`src/rtl/pwm_channel_ctrl.sv`:
```
// Multi-channel PWM controller. Configuration writes land in per-channel shadow
// registers and are committed at period boundaries, so the outputs never show runt pulses.
// pwm_config_vld is a one-cycle strobe with no ready: every strobe is consumed in the cycle it is seen.
module pwm_channel_ctrl #(
    parameter int CH_NUM = 8,
    parameter int CNT_W  = 28
) (
    input  logic              clk,
    input  logic              rst,
    input  logic              pwm_config_vld,
    input  logic [7:0]        pwm_config_channel,
    input  logic              pwm_en,
    input  logic [CNT_W-1:0]  pwm_period,
    input  logic [CNT_W-1:0]  pwm_hlevel,
    output logic [CH_NUM-1:0] pwm_out,
    output logic [CH_NUM-1:0] cfg_pending,
    output logic              cfg_err
);

    logic cfg_ok;

    // Widened by one bit so that CH_NUM=256 still compares correctly.
    assign cfg_ok = ({1'b0, pwm_config_channel} < 9'(CH_NUM));

    always_ff @(posedge clk) begin
        if (rst) begin
            cfg_err <= 1'b0;
        end else begin
            cfg_err <= pwm_config_vld && !cfg_ok;
        end
    end

    for (genvar i = 0; i < CH_NUM; i++) begin : g_ch
        logic             sh_en;
        logic [CNT_W-1:0] sh_period;
        logic [CNT_W-1:0] sh_hlevel;
        logic             act_en;
        logic [CNT_W-1:0] act_period;
        logic [CNT_W-1:0] act_hlevel;
        logic [CNT_W-1:0] cnt;
        logic             pend;
        logic             pwm_q;
        logic             wr;
        logic             running;
        logic             last;
        logic             apply_point;

        always_comb begin
            wr          = pwm_config_vld && cfg_ok && (pwm_config_channel == 8'(i));
            running     = act_en && (act_period != '0);
            last        = running && (cnt == act_period - CNT_W'(1));
            // Idle channels take a pending config at once; running ones wait for the boundary.
            apply_point = running ? last : pend;
        end

        always_ff @(posedge clk) begin
            if (rst) begin
                sh_en      <= 1'b0;
                sh_period  <= '0;
                sh_hlevel  <= '0;
                act_en     <= 1'b0;
                act_period <= '0;
                act_hlevel <= '0;
                cnt        <= '0;
                pend       <= 1'b0;
                pwm_q      <= 1'b0;
            end else begin
                if (apply_point && wr) begin
                    // A write arriving exactly at the commit edge goes straight to active.
                    act_en     <= pwm_en;
                    act_period <= pwm_period;
                    act_hlevel <= pwm_hlevel;
                    pend       <= 1'b0;
                    cnt        <= '0;
                end else if (apply_point && pend) begin
                    act_en     <= sh_en;
                    act_period <= sh_period;
                    act_hlevel <= sh_hlevel;
                    pend       <= 1'b0;
                    cnt        <= '0;
                end else begin
                    if (wr) begin
                        sh_en     <= pwm_en;
                        sh_period <= pwm_period;
                        sh_hlevel <= pwm_hlevel;
                        pend      <= 1'b1;
                    end
                    if (running && !last) begin
                        cnt <= cnt + CNT_W'(1);
                    end else begin
                        cnt <= '0;
                    end
                end
                pwm_q <= running && (cnt < act_hlevel);
            end
        end

        assign pwm_out[i]     = pwm_q;
        assign cfg_pending[i] = pend;
    end

endmodule
```
`config.mk`:
```
export PLATFORM = sky130hd
export DESIGN_NAME = pwm_channel_ctrl
export DESIGN_NICKNAME = d
export VERILOG_FILES = /design/src/rtl/pwm_channel_ctrl.sv
export SDC_FILE = /design/constraint.sdc
export NUM_CORES = 2
export LEC_CHECK = 0
export CAP_MARGIN = 20
export CORE_MARGIN = 5
export CORE_UTILIZATION = 30
export DETAILED_ROUTE_END_ITERATION = 7
export DONT_BUFFER_PORTS = 1
export SETUP_SLACK_MARGIN = 0.4
export SLEW_MARGIN = 5
export SYNTH_ARGS = -nofsm -noshare
export SYNTH_HDL_FRONTEND = slang
export SYNTH_SLANG_ARGS = --single-unit
```
`constraint.sdc`:
```
create_clock -name clk -period 4.3 [get_ports clk]
set_input_delay 0.645 -clock clk [delete_from_list [all_inputs] [get_ports clk]]
set_output_delay 0.645 -clock clk [all_outputs]
set_load 0.02 [all_outputs]
```
Yosys cells after proc, flatten, opt, wreduce, memory -nomap -nowiden
Index checks and enable logic that the tools add are counted.
{ "classes": {"order_cmp": 9, "n_addsub": 16, "reduce_logical": 108, "muxes": 56, "bitwise": 24, "shift": 0, "n_mul": 0, "n_eq_ne": 15, "n_div": 0} }
{ "op_table": {"columns": ["cell", "count"], "rows": [
  ["$mux W28", 32],
  ["$add A28 B1 Y28 const B", 8],
  ["$eq A28 B28 Y1", 8],
  ["$lt A28 B28 Y1", 8],
  ["$reduce_bool A28 Y1", 8],
  ["$sub A28 B1 Y28 const B", 8],
  ["$logic_and A1 B1 Y1", 58],
  ["$eq A8 B3 Y1 const B", 4],
  ["$reduce_or A4 Y1", 8],
  ["$mux W1", 24],
  ["$not A1 Y1", 24],
  ["$reduce_and A3 Y1", 8],
  ["$reduce_or A3 Y1", 8],
  ["$eq A8 B2 Y1 const B", 2],
  ["$reduce_bool A2 Y1", 8],
  ["$logic_not A1 Y1", 9],
  ["$eq A8 B1 Y1 const B", 1],
  ["$logic_not A8 Y1", 1],
  ["$lt A8 B4 Y1 const B", 1]
]} }
{ "totals": {"ff_bits": 1153, "output_inout_bits": 17, "ramBits": 0, "wordCells": 301, "n_memories": 0, "latchBits": 0, "mem_bits_ro": 0} }

Logic depth before layout (Yosys ltp)
{ "logic_depth": {"depth_word": 7, "depth_mapped": 15} }

Least setup slack after synthesis
OpenSTA, ideal clock, no wires.
{ "synth_timing": {"path_kind": "register -> register", "start": "register g_ch[7].act_period[0]", "end": "register g_ch[7].sh_hlevel[24]", "slack_ps": 598, "n_path_buf": 4, "t_required_ps": 4228, "path_stages_with_launch": 16, "arrival_ps": 3630, "cell_sequence": "dfxtp_1 -> inv_1 -> ha_1 -> or4b_2 -> or3_1 -> clkbuf_1 -> or4_1 -> o211ai_1 -> o211a_1 -> o211ai_1 -> o21ai_2 -> nand2b_1 -> clkbuf_1 -> buf_4 -> buf_6 -> mux2i_1"} }
{ "synth_via": {"elab_chain_cells": 7} }
{ "synth_rtl": {"columns": ["element", "line_no", "source"], "rows": [
  ["start, declared", "38", "logic [CNT_W-1:0] act_period;"],
  ["start signal, assigned", "71", "act_period <= pwm_period;"],
  ["start signal, assigned", "77", "act_period <= sh_period;"],
  ["$sub A28 B1 Y28 or $reduce_bool A28 Y1 (tied branches)", "51, 50", null],
  ["$eq A28 B28 Y1 or $logic_and A1 B1 Y1 (tied branches)", "51, 50", null],
  ["$logic_and A1 B1 Y1", "51", "last = running && (cnt == act_period - CNT_W'(1));"],
  ["$mux W1 (*)", "53", "apply_point = running ? last : pend;"],
  ["$logic_and A1 B1 Y1 (on tied branches)", "75, 68", null],
  ["$not A1 Y1 (no source line)", null, null],
  ["$reduce_and A3 Y1 (no source line) (*)", null, null],
  ["end signal, assigned", "85", "sh_hlevel <= pwm_hlevel;"],
  ["end, declared", "36", "logic [CNT_W-1:0] sh_hlevel;"]
]} }
Every way passes the cells marked *; elsewhere a longest branch is shown, timed or not.
A chain may end at the register's enable or synchronous reset.

Worst setup path after layout
{ "layout_timing": {"start": "register g_ch[3].act_period[0]", "end": "register g_ch[3].sh_hlevel[14]"} }
{ "layout_via": {"elab_chain_cells": 7} }
{ "layout_rtl": {"columns": ["element", "line_no"], "rows": [
  ["start, declared", "38"],
  ["start signal, assigned", "71"],
  ["start signal, assigned", "77"],
  ["$sub A28 B1 Y28 or $reduce_bool A28 Y1 (tied branches)", "51, 50"],
  ["$eq A28 B28 Y1 or $logic_and A1 B1 Y1 (tied branches)", "51, 50"],
  ["$logic_and A1 B1 Y1", "51"],
  ["$mux W1 (*)", "53"],
  ["$logic_and A1 B1 Y1 (on tied branches)", "75, 68"],
  ["$not A1 Y1 (no source line)", null],
  ["$reduce_and A3 Y1 (no source line) (*)", null],
  ["end signal, assigned", "85"],
  ["end, declared", "36"]
]} }
Marked as above.

==> impl_results.md <==
* Status: completed
* Largest stage delay on the critical path at between 0.5 and 0.6 ns
* Placed Cells at 9318
* Slew Viols, Final at 0
* Skew-Pair Late Insertion Delay at 0.78 ns
* R2R Path End: g_ch[3].sh_hlevel[14]$_SDFFE_PP0P_
* Via Count at 52.1k
* Hold Crit Class: input port to flip-flop
* Max H-tree Level at 3
* Final WL at 218000 microns
* Die Area at around 210000 sq um
* DR iter-0 viols at ~5.3k
* Final hold violations at 0
* Final ANT Viol Nets at 0
* Vias per inst at about 5.4
* CP Launch Type: flip-flop
* Number of placement rows at roughly 170
* Final period util at about nine tenths
* Reg2reg setup slack at 0.50 ns
* Clock slew at reported path FFs at 0.06 ns
* CP endpoint kind: flip-flop
* Worst Path Arrival at roughly 4.4 ns
* Setup CP Type: flip-flop to flip-flop
* Gr ovfl total at 0
* Die Ht at 461 microns
* Share of layout cells above drive strength 1 at under 10%
* Root Buffer: clkbuf_16
* Io pins at 85
* Syn nets at between 7k and 8k
* Critical R2R Launch: g_ch[3].act_period[0]$_SDFFE_PP0P_
* Final setup vio count at 0
* Yosys top cell by area: dfxtp_1
* CP required at 4.88 ns
* Yosys reg bits at roughly 1.2k
* CTS tree: built
* Worst Max-Slew Pin Slew at 1.32 ns
* Skew final at roughly 0.056 ns
* Fin crit period at around 3.8 ns
* Netlist cell types at 89
* Top FF cell, synth: dfxtp_1
* Fmax at between 0.2 and 0.3 GHz
* Gp weighted congestion at between 0.9 and 1
* Post-synthesis cell area at ~61000 sq um
* RSZ-0062 raised after global routing: yes
* Worst R2R Path Depth at 14
* Final HPWL DP at about 130000 microns
* Synth top area share at 37.9%
* WHS Path Cells at 2
* Total Nets Final at 7203
* Sequential area share after synthesis at a little under two fifths
* Clock sink count at around 1.2k
* CP dominant cell by count: buf_12
* Chain of cells forming the critical path: inv_2 > ha_4 > or4b_4 > or4_4 > or4_4 > a211oi_4 > nand4_1 > nor4_4 > a311oi_4 > buf_12 > buf_12 > buf_12 > mux2i_2 > nor2_1
* EDFF count, synth at 0
* All-Layer GR Usage at approximately 19%
* Die X at around 460 microns
* Maximum VDD drop at between 300 and 400 uV
* Commonest non-fill, non-tap cell in the layout: dfxtp_1
* Gate Count Post-Synth at ~7k
* Hold Crit Endpoint: g_ch[3].sh_hlevel[25]$_SDFFE_PP0P_
* Slew Limit Headroom at between 10% and 20%
* Avg Cell Area, Syn at 8.66 sq um
* P&R area growth vs syn at 14.3%
* CP max FO at 7
* Drt pass-1 iters at 6
* Clk buf depth at 3
* CP max stage cell: or4_4
* Post-synthesis async set-or-reset flop share at 0%
* Initial antenna violation count at 24
* First-pass GRT wire length at roughly 310000 microns
* Setup TNS at 0 ns
* Min Hold Slack at 0.0387 ns
* CTS buffer count at roughly 120
* Cell Count, Final, Fillers Out at slightly below 10k
* Max Cap Violations at 0
* DRC viols at 0
* Hold_sp: pwm_hlevel[25]
* Routed len/inst at roughly 23 microns
* Core area at 202000 sq um
* Most frequent cells in the layout: dfxtp_1, nor2_1, mux2i_1
* Area contributors post-synth: dfxtp_1, mux2i_1, nor2_1
* Largest net degree at the start of global routing at roughly 990
* Power Density at ~320 nW/um^2
* Vias in the first global route at just under 50k
* Yosys warnings at 0
* Starting Density at between 30 and 40%
* PortBufs at 0
* Static leakage at between 20 and 30 nW
cell families after synthesis:
group                    count (synthesis)  share of synthesized area, %
AO/OA/AOI/OAI                         1049                          12.2
multiplexers                           706                          11.7
AND/OR/NAND/NOR                       2621                          21.0
buffers and inverters                  795                          5.45
flip-flops                            1153                          37.9
adder cells (fa/ha/maj)                240                          4.93
XOR/XNOR                               470                          6.76
through the flow:
step                setup slack [ns]  total power [mW]  utilization, %  cell area (sq um)
global route                   0.346              23.2            34.4              69600
floorplan                      0.598              11.3               -              60900
detailed placement             0.287              11.2            31.4              63500
finish                         0.503              22.6            34.4              69600
global placement               0.299              11.2            31.4              63500
CTS                            0.355              22.6            34.1              68800
state kept, by name (all words and copies together), names as in the netlist:
| signal | cells |
|---|---|
| g_ch.act_hlevel | 224 |
| g_ch.sh_period | 224 |
| g_ch.pwm_q | 8 |
| g_ch.sh_hlevel | 224 |
| g_ch.cnt | 224 |
| g_ch.sh_en | 8 |
| g_ch.pend | 8 |
| cfg_err | 1 |
| g_ch.act_en | 8 |
| g_ch.act_period | 224 |
area by class of cell:
cell class,instances,area [sq um]
fillers,20500,133000
multi-input cells,5089,35100
flip-flops and latches,1153,23100
clock buffers,175,3500
well taps,2672,3340
repair buffers,235,2720
inverters,295,1110
clock inverters,46,724
diodes,17,42.5
worst max-delay path by stage:
stage	startpoint	to	slack, ns	depth (start not counted)
global placement	g_ch[3].act_period[9]$_SDFFE_PP0P_	g_ch[3].sh_hlevel[25]$_SDFFE_PP0P_	0.30	10
floorplan	g_ch[7].act_period[0]$_SDFFE_PP0P_	g_ch[7].sh_hlevel[24]$_SDFFE_PP0P_	0.60	15
finish	g_ch[3].act_period[0]$_SDFFE_PP0P_	g_ch[3].sh_hlevel[14]$_SDFFE_PP0P_	0.50	14
detailed placement	g_ch[7].act_period[0]$_SDFFE_PP0P_	g_ch[7].act_hlevel[20]$_SDFFE_PP0P_	0.29	12
global route	g_ch[3].act_period[1]$_SDFFE_PP0P_	g_ch[3].sh_hlevel[14]$_SDFFE_PP0P_	0.35	14
CTS	g_ch[5].act_period[16]$_SDFFE_PP0P_	g_ch[5].act_period[13]$_SDFFE_PP0P_	0.36	9
power by group:
part | leakage (nW) | switching, mW | internal, mW
combinational | 16.6 | 0.448 | 0.200
clock | 2.06 | 4.74 | 6.46
sequential | 9.29 | 0.0135 | 10.7
total | 27.9 | 5.20 | 17.4
routing by layer:
metal,vias up,wire (microns),global-route usage (%)
met5,-,0,0
met4,0,11100,9.56
met3,400,16100,3.16
li1,24400,-,-
met1,25500,95400,26.2
met2,1821,95900,30.1
critical path: cells and delay by family, from the launching register on:
family                     cells  cell delay [ns]
and+or+nand+nor                6             1.99
AOI/OAI and AO/OA              2             0.40
buffers and inverters          4             0.55
DFF                            1             0.34
adders and majority gates      1             0.14
muxes                          1             0.18
timing repair:
item / 4_1_cts / 5_1_grt
gates cloned: 8 / 11
setup endpoints to repair: 451 / 871
setup buffers: 17 / 19
pin swaps: 14 / 19
hold buffers: 67 / 1
endpoints found under the hold margin: 179 / 19
resized for setup: 29 / 60
Yosys cell counts (56+ instances only):
cell type and number:
mux2_2 61, nor2_1 1132, a21o_1 75, nand3_1 139
buf_2 56, o2bb2ai_1 60, o21ai_0 133, o22ai_1 118
a21oi_1 99, nand4_1 111, nand3b_1 71, a211oi_1 287
nor4_1 74, nor3_1 163, mux2i_1 645, clkbuf_1 365
xor2_1 219, inv_1 295, ha_1 240, a311oi_1 62
dfxtp_1 1153, xnor2_1 251, nand2b_1 277, nand2_1 338
(Power assumes the default switching activity.)
